### src/rtl/regfile_dump_if.sv
// Output beat stream of regfile_dump: one register value plus its index per
// valid/ready handshake.
interface regfile_dump_if #(
    parameter int DATA_W = 32,
    parameter int IDX_W  = 5
);
    logic              out_valid;
    logic              out_ready;
    logic [DATA_W-1:0] out_data;
    logic [IDX_W-1:0]  out_idx;

    modport master (output out_valid, out_data, out_idx, input out_ready);
    modport slave  (input out_valid, out_data, out_idx, output out_ready);
endinterface

### src/rtl/regfile_dump.sv
// Walks a register index range through a spare register-file read port after the
// core halts and streams each (index, value) pair out over valid/ready.
module regfile_dump #(
    parameter int DATA_W = 32,
    parameter int IDX_W  = 5
) (
    input  logic              clk,
    input  logic              rst,
    input  logic              start,
    input  logic [IDX_W-1:0]  first_idx,
    input  logic [IDX_W-1:0]  last_idx,
    input  logic              abort,
    output logic [IDX_W-1:0]  rd_idx,
    input  logic [DATA_W-1:0] rd_data,
    output logic              busy,
    output logic              done,
    regfile_dump_if.master    out_if
);

    typedef enum logic [1:0] {IDLE, READ, SEND, DONE} state_t;

    state_t            state_q, state_d;
    logic [IDX_W-1:0]  cur_q, cur_d;
    logic [IDX_W-1:0]  last_q, last_d;
    logic              out_valid_q, out_valid_d;
    logic [DATA_W-1:0] out_data_q, out_data_d;
    logic [IDX_W-1:0]  out_idx_q, out_idx_d;
    logic              handshake;

    assign handshake = out_valid_q & out_if.out_ready;

    always_comb begin
        state_d     = state_q;
        cur_d       = cur_q;
        last_d      = last_q;
        out_valid_d = out_valid_q;
        out_data_d  = out_data_q;
        out_idx_d   = out_idx_q;

        case (state_q)
            IDLE: begin
                if (start) begin
                    cur_d   = first_idx;
                    last_d  = last_idx;
                    state_d = (first_idx <= last_idx) ? READ : DONE;
                end
            end
            READ: begin
                out_data_d  = rd_data;
                out_idx_d   = cur_q;
                out_valid_d = 1'b1;
                state_d     = SEND;
            end
            SEND: begin
                if (handshake) begin
                    out_valid_d = 1'b0;
                    if (cur_q == last_q) begin
                        state_d = DONE;
                    end else begin
                        cur_d   = cur_q + IDX_W'(1);
                        state_d = READ;
                    end
                end
            end
            DONE: begin
                state_d = IDLE;
            end
            default: begin
                state_d = IDLE;
            end
        endcase

        // abort overrides everything, including a handshake in the same cycle
        if (abort && (state_q != IDLE)) begin
            state_d     = IDLE;
            out_valid_d = 1'b0;
            cur_d       = cur_q;
        end
    end

    always_ff @(posedge clk or negedge rst) begin
        if (!rst) begin
            state_q     <= IDLE;
            cur_q       <= '0;
            last_q      <= '0;
            out_valid_q <= 1'b0;
            out_data_q  <= '0;
            out_idx_q   <= '0;
        end else begin
            state_q     <= state_d;
            cur_q       <= cur_d;
            last_q      <= last_d;
            out_valid_q <= out_valid_d;
            out_data_q  <= out_data_d;
            out_idx_q   <= out_idx_d;
        end
    end

    assign rd_idx           = cur_q;
    assign busy             = (state_q == READ) || (state_q == SEND);
    assign done             = (state_q == DONE);
    assign out_if.out_valid = out_valid_q;
    assign out_if.out_data  = out_data_q;
    assign out_if.out_idx   = out_idx_q;

endmodule

### src/flat_wrapper.sv
// flat-port wrapper written by rule: the top's interface ports become plain ports
module regfile_dump_flat 
#(
    parameter int DATA_W = 32,
    parameter int IDX_W  = 5
)
  (clk, rst, start, first_idx, last_idx, abort, rd_idx, rd_data, busy, done, out_if_out_valid, out_if_out_data, out_if_out_idx, out_if_out_ready);
  regfile_dump_if #(.DATA_W(DATA_W), .IDX_W(IDX_W)) out_if_i ();
  input  logic clk;
  input  logic rst;
  input  logic start;
  input  logic [IDX_W-1:0] first_idx;
  input  logic [IDX_W-1:0] last_idx;
  input  logic abort;
  output logic [IDX_W-1:0] rd_idx;
  input  logic [DATA_W-1:0] rd_data;
  output logic busy;
  output logic done;
  output wire logic [$bits(out_if_i.out_valid)-1:0] out_if_out_valid;
  output wire logic [$bits(out_if_i.out_data)-1:0] out_if_out_data;
  output wire logic [$bits(out_if_i.out_idx)-1:0] out_if_out_idx;
  input wire logic [$bits(out_if_i.out_ready)-1:0] out_if_out_ready;
  assign out_if_out_valid = out_if_i.out_valid;
  assign out_if_out_data = out_if_i.out_data;
  assign out_if_out_idx = out_if_i.out_idx;
  assign out_if_i.out_ready = out_if_out_ready;
  regfile_dump #(.DATA_W(DATA_W), .IDX_W(IDX_W)) u_core (.clk(clk), .rst(rst), .start(start), .first_idx(first_idx), .last_idx(last_idx), .abort(abort), .rd_idx(rd_idx), .rd_data(rd_data), .busy(busy), .done(done), .out_if(out_if_i));
endmodule
### config.mk
export PLATFORM = sky130hd
export DESIGN_NAME = regfile_dump_flat
export DESIGN_NICKNAME = d
export VERILOG_FILES = /design/src/rtl/regfile_dump_if.sv /design/src/rtl/regfile_dump.sv /design/src/flat_wrapper.sv
export SDC_FILE = /design/constraint.sdc
export NUM_CORES = 1
export LEC_CHECK = 0
export ABC_AREA = 1
export CORE_AREA = 2 2 76 78
export CTS_CLUSTER_SIZE = 14
export DETAILED_ROUTE_END_ITERATION = 7
export DIE_AREA = 0 0 78 80
export PLACE_DENSITY = 0.86
export SYNTH_ARGS = -nofsm -noshare
export SYNTH_HDL_FRONTEND = slang
export SYNTH_SLANG_ARGS = --single-unit
### constraint.sdc
create_clock -name clk -period 3 [get_ports clk]
set_clock_uncertainty 0.05 [all_clocks]
set_input_delay 0.6 -clock clk [delete_from_list [all_inputs] [get_ports clk]]
set_output_delay 0.6 -clock clk [all_outputs]
set_load 0.01 [all_outputs]
Word level (Yosys, flattened, before mapping)
Cells that the tools add are included.
- bitwise operators: 2
- order comparisons: 1
- muxes and demuxes: 13
- add/sub/neg operators: 1
- equal/unequal tests: 9
- reductions and logical operators: 10
- operators with widths (cell ; number):
    $mux 5 ; 3
    $mux 2 ; 5
    $pmux 5 s2 ; 1
    $pmux 2 s4 ; 1
    $reduce_and 2->1 ; 3
    $add 5x1->5 const B ; 1
    $eq 5x5->1 ; 1
    $le 5x5->1 ; 1
    $reduce_and 5->1 ; 1
    $eq 2x2->1 const B ; 2
    $ne 2x2->1 const B ; 2
    $reduce_bool 2->1 ; 2
    $ne 3x1->1 const B ; 1
    $ne 3x2->1 const B ; 1
    $reduce_bool 3->1 ; 1
    $eq 2x1->1 const B ; 1
    $logic_not 2->1 ; 1
    $mux 1 ; 2
    $ne 2x1->1 const B ; 1
    $pmux 1 s2 ; 1
    $and 1x1->1 ; 1
    $logic_and 1x1->1 ; 1
    $logic_or 1x1->1 ; 1
    $not 1->1 ; 1
- register bits after elaboration: 50
- logic and storage cells: 42

Logic depth before layout (Yosys ltp)
- word-level depth: 5
- gate-level depth with buffers: 9
- mapped depth without buffers: 9

Least setup slack after synthesis
No wires, ideal clock.
- path kind: in2reg
- start: input last_idx[4]
- end: register u_core.state_q[1]
- required time: 2.828 ns
- setup time: 0.122 ns
- slack: 1.483 ns
- stages: 7
- path buffers: 0
- arrival time: 1.345 ns
- cell sequence: inv_1 ha_1 nand2_1 nor2_1 a21oi_1 a21oi_1 a21oi_1
- word-level cells in the longest chain between the ends: 5
- ends and longest elaborated chain (what ; line ; text):
    start, declared ; flat_wrapper.sv:13 ; input logic [IDX_W-1:0] last_idx;
    $le 5x5->1 ; regfile_dump.sv:45 ; state_d = (first_idx <= last_idx) ? READ : DONE;
    $mux 2 ; regfile_dump.sv:45 ;
    $mux 2 ; regfile_dump.sv:42 ; if (start) begin
    $pmux 2 s4 ; regfile_dump.sv:40 ; case (state_q)
    $mux 2 ; regfile_dump.sv:74 ; if (abort && (state_q != IDLE)) begin
    end signal, assigned ; regfile_dump.sv:90 ; state_q <= state_d;
    end, declared ; regfile_dump.sv:22 ; state_t state_q, state_d;
No other way between the ends. The select of a mux whose other input is x is not followed.
A chain may end at the register's enable or synchronous reset.

Final worst setup path
- start: register u_core.state_q[1]
- end: output busy
- word-level cells in the longest chain between the ends: 2
- elaborated cells on any way between the ends: 3
- those cells by class: eq/ne (2); reduce/logical (1)
- ends and longest elaborated chain (what ; line ; text):
    $eq 2x1->1 / $eq 2x2->1 (equally long branches) ; regfile_dump.sv:100 ; assign busy = (state_q == READ) || (state_q == SEND);
    $logic_or 1x1->1 * ; regfile_dump.sv:100 ;
    end, declared ; flat_wrapper.sv:17 ; output logic busy;
Every way passes the cells marked *; elsewhere a longest branch is shown, timed or not.

==> key figures <==
Status
  • Status: finished clean

Detailed routing
  • Met3 wire len: between 200 and 300 um
  • WL per Instance: 11.8 um
  • Routed WL: between 5 and 6 mm
  • Highest routing layer actually used: met4
  • Pre-Repair DR Iteration Count: 6
  • Met2 wire len: 2.64 mm
  • Via density: 4.63
  • # DRC: 0
  • Met1 Wirelength: 2.38 mm
  • Via count: 2091
  • Routed Antenna Nets: 0
  • Initial drt markers: 95

Timing
  • # setup viols final: 0
  • RSZ-0062 raised after global routing: no
  • Pin slew with the least headroom to its limit: around 570 ps
  • Crit share post-route: 77.0%
  • Sum Neg Setup Slack: 0 ps
  • Minimum clock period: 2310 ps
  • Hold Slack: ~230 ps
  • Slew Viols, Final: 0
  • Achievable Freq: approximately 430 MHz
  • Max transition margin: just over 60%
  • Final Hold Vio Count: 0

Synth
  • Synth cell count leaders: 149 x nand2_1, 50 x dfrtp_1, 22 x inv_1
  • Post-synth top area cell: dfrtp_1
  • Register area share after synthesis: about 54%
  • Main synth FF type: dfrtp_1
  • Avg Inst Size Synth: between 8 and 9 um2
  • Most common cell in the netlist: nand2_1
  • Cell Area, Synth: between 2000 and 2500 um2
  • Ys Warns: 0
  • Syn Inst Count: 286
  • Top post-synthesis cells by area: dfrtp_1 54%, nand2_1 24%, ha_1 5.4%
  • Post-synth top area share: 54.3%
  • Post-synth EDFFs: 0
  • Async S/R FF share, synth: 100%
  • Syn nets: 343
  • #FFs+latches synth: 50
  • Netlist cell types: 21

Clock tree
  • Postcts setup bufs: 0
  • CTS Sinks: 50
  • PostCTS Resize Cnt: 0
  • H-tree depth: 2
  • Worst skew pair latency: 300 ps
  • Worst-path clk slew: 100 ps
  • CTS tree: done
  • Number of hold buffers added after cts: 0
  • Clock buffer count from CTS: 5
  • Root buf cell: clkbuf_8
  • CTS max path bufs: 2

Floorplanning
  • Die height: 80 um
  • I/O pins: between 90 and 100
  • Die footprint: about 6200 um2
  • Starting Density: approximately 43%
  • CORE AREA: 5410 um2
  • Row count: 27
  • Die W: 78 um

Power
  • Clock power frac: 12.0%
  • Max rail drop VDD: 0.738 mV
  • Flop pwr share: ~36%
  • Cell internal pwr: 2040 uW
  • Final Power: 3410 uW
  • Sw Ratio: 40.0%
  • Lkg Pwr: approximately 0.0017 uW
  • Pwr dens: 1010 nW/um2
  • Logic pwr share: 52.1%
  • Sw Pwr: 1360 uW

Worst setup path
  • WP data required: 2350 ps
  • Critical path launch point type: register
  • Critical path capture point type: output port
  • Crit Path Max Fanout: 3
  • Critical path arrival: 1660 ps
  • CP Class: register to output port
  • R2r setup slk: between 1000 and 1500 ps

Placed design
  • Placed Area: approximately 3300 um2
  • DP Wirelength: 4.06 mm
  • Port Buffer Count: 91
  • Final Wtd Congestion: 0.864
  • Placed cells: around 440

Final layout
  • N_diodes: 0
  • Layout cell share with drive strength beyond 1: 5.53%
  • Count of nets after finishing: around 440
  • Area growth, synth to finish: 46.9%
  • Post-route cell area: 3380 um2
  • Non-filler cells, final: 452

GRT
  • Largest net degree at the start of global routing: 33
  • Vias in the first global route: 2072
  • Gr usage total: 18.0%
  • Initial antenna violation count: 0
  • Overflow after GRT: 0
  • Global-route wire length before repair: 9.11 mm

Job
  • Max-capacitance violation count: 0

Min path
  • Hold Path Class: primary input to async pin
[power by group through the flow]
| stage | sequential [uW] | clock, uW | combinational, uW |
|---|---|---|---|
| detailed placement | 1230 | 0 | 1790 |
| finish | 1220 | 410 | 1780 |
| CTS | 1220 | 422 | 1800 |
| floorplan | 1340 | 0 | 804 |
| global placement | 1220 | 0 | 1740 |
| global route | 1270 | 455 | 2000 |
[sequential cells by signal, summed over array words and instances (netlist names)]
| name | cells |
|---|---|
| u_core.last_q | 5 |
| u_core.out_if.out_data | 32 |
| u_core.out_if.out_idx | 5 |
| u_core.out_if.out_valid | 1 |
| u_core.rd_idx | 5 |
| u_core.state_q | 2 |
[stage by stage]
step	utilization (%)	worst slack, ps
5_1_grt	62.6	600
2_1_floorplan	-	1480
3_3_place_gp	60.8	961
6_report	62.6	690
3_5_place_dp	60.8	891
4_1_cts	62.6	679
[final timing paths]
check / start / endpoint / cells after the start
worst max-delay path: u_core.state_q[1] / busy / 3
worst min-delay path: rst / u_core.last_q[2] / 1
worst max register to register: u_core.state_q[1] / u_core.out_if.out_data[26] / 6
worst min register to register: u_core.out_if.out_data[3] / u_core.out_if.out_data[3] / 2
max in group asynchronous: rst / u_core.rd_idx[3] / 2
min in group clk: u_core.out_if.out_data[3] / u_core.out_if.out_data[3] / 2
[routing by layer]
| metal | global-route usage [%] | up-vias |
|---|---|---|
| met5 | 0 | - |
| met4 | 5.26 | 0 |
| met3 | 3.62 | 6 |
| met2 | 32.2 | 63 |
| met1 | 22.0 | 963 |
| li1 | - | 1059 |
[cells in the final DEF, fill, tap and decap left out, types with 2 or more instances in the layout]
cell	netlist	final
ha_1	10	10
o21ai_1	5	5
nand3_1	4	4
clkbuf_8	0	5
dfrtp_1	50	50
buf_4	0	3
clkinv_4	0	2
clkdlybuf4s50_1	0	90
xor2_1	2	2
inv_2	2	2
o21ai_0	12	12
a21oi_1	7	7
nor2_1	7	7
nand2_1	149	149
inv_1	22	22
[critical path, cell delays in order, from the launching register on]
cell	delay [ps]
dfrtp_1	400
inv_1	100
ha_1	320
clkdlybuf4s50_1	540
[area by class of cell]
| class | instances | area [um2] |
|---|---|---|
| multi-input combinational | 202 | 915 |
| tap | 72 | 90.1 |
| clock inverter | 3 | 28.8 |
| inverter | 26 | 100 |
| fill | 458 | 2020 |
| sequential | 50 | 1250 |
| timing repair buffer | 94 | 928 |
| clock buffer | 5 | 68.8 |
[cell families after synthesis]
| family | after synthesis | share of synthesized area, % |
|---|---|---|
| AOI/OAI and AO/OA | 26 | 5.98 |
| DFF | 50 | 54.3 |
| buffers and inverters | 34 | 5.92 |
| and+or+nand+nor | 164 | 27.6 |
| xor gates and xnor gates | 2 | 0.761 |
| adders and majority gates | 10 | 5.43 |
Power figures use the tool's default switching activity.
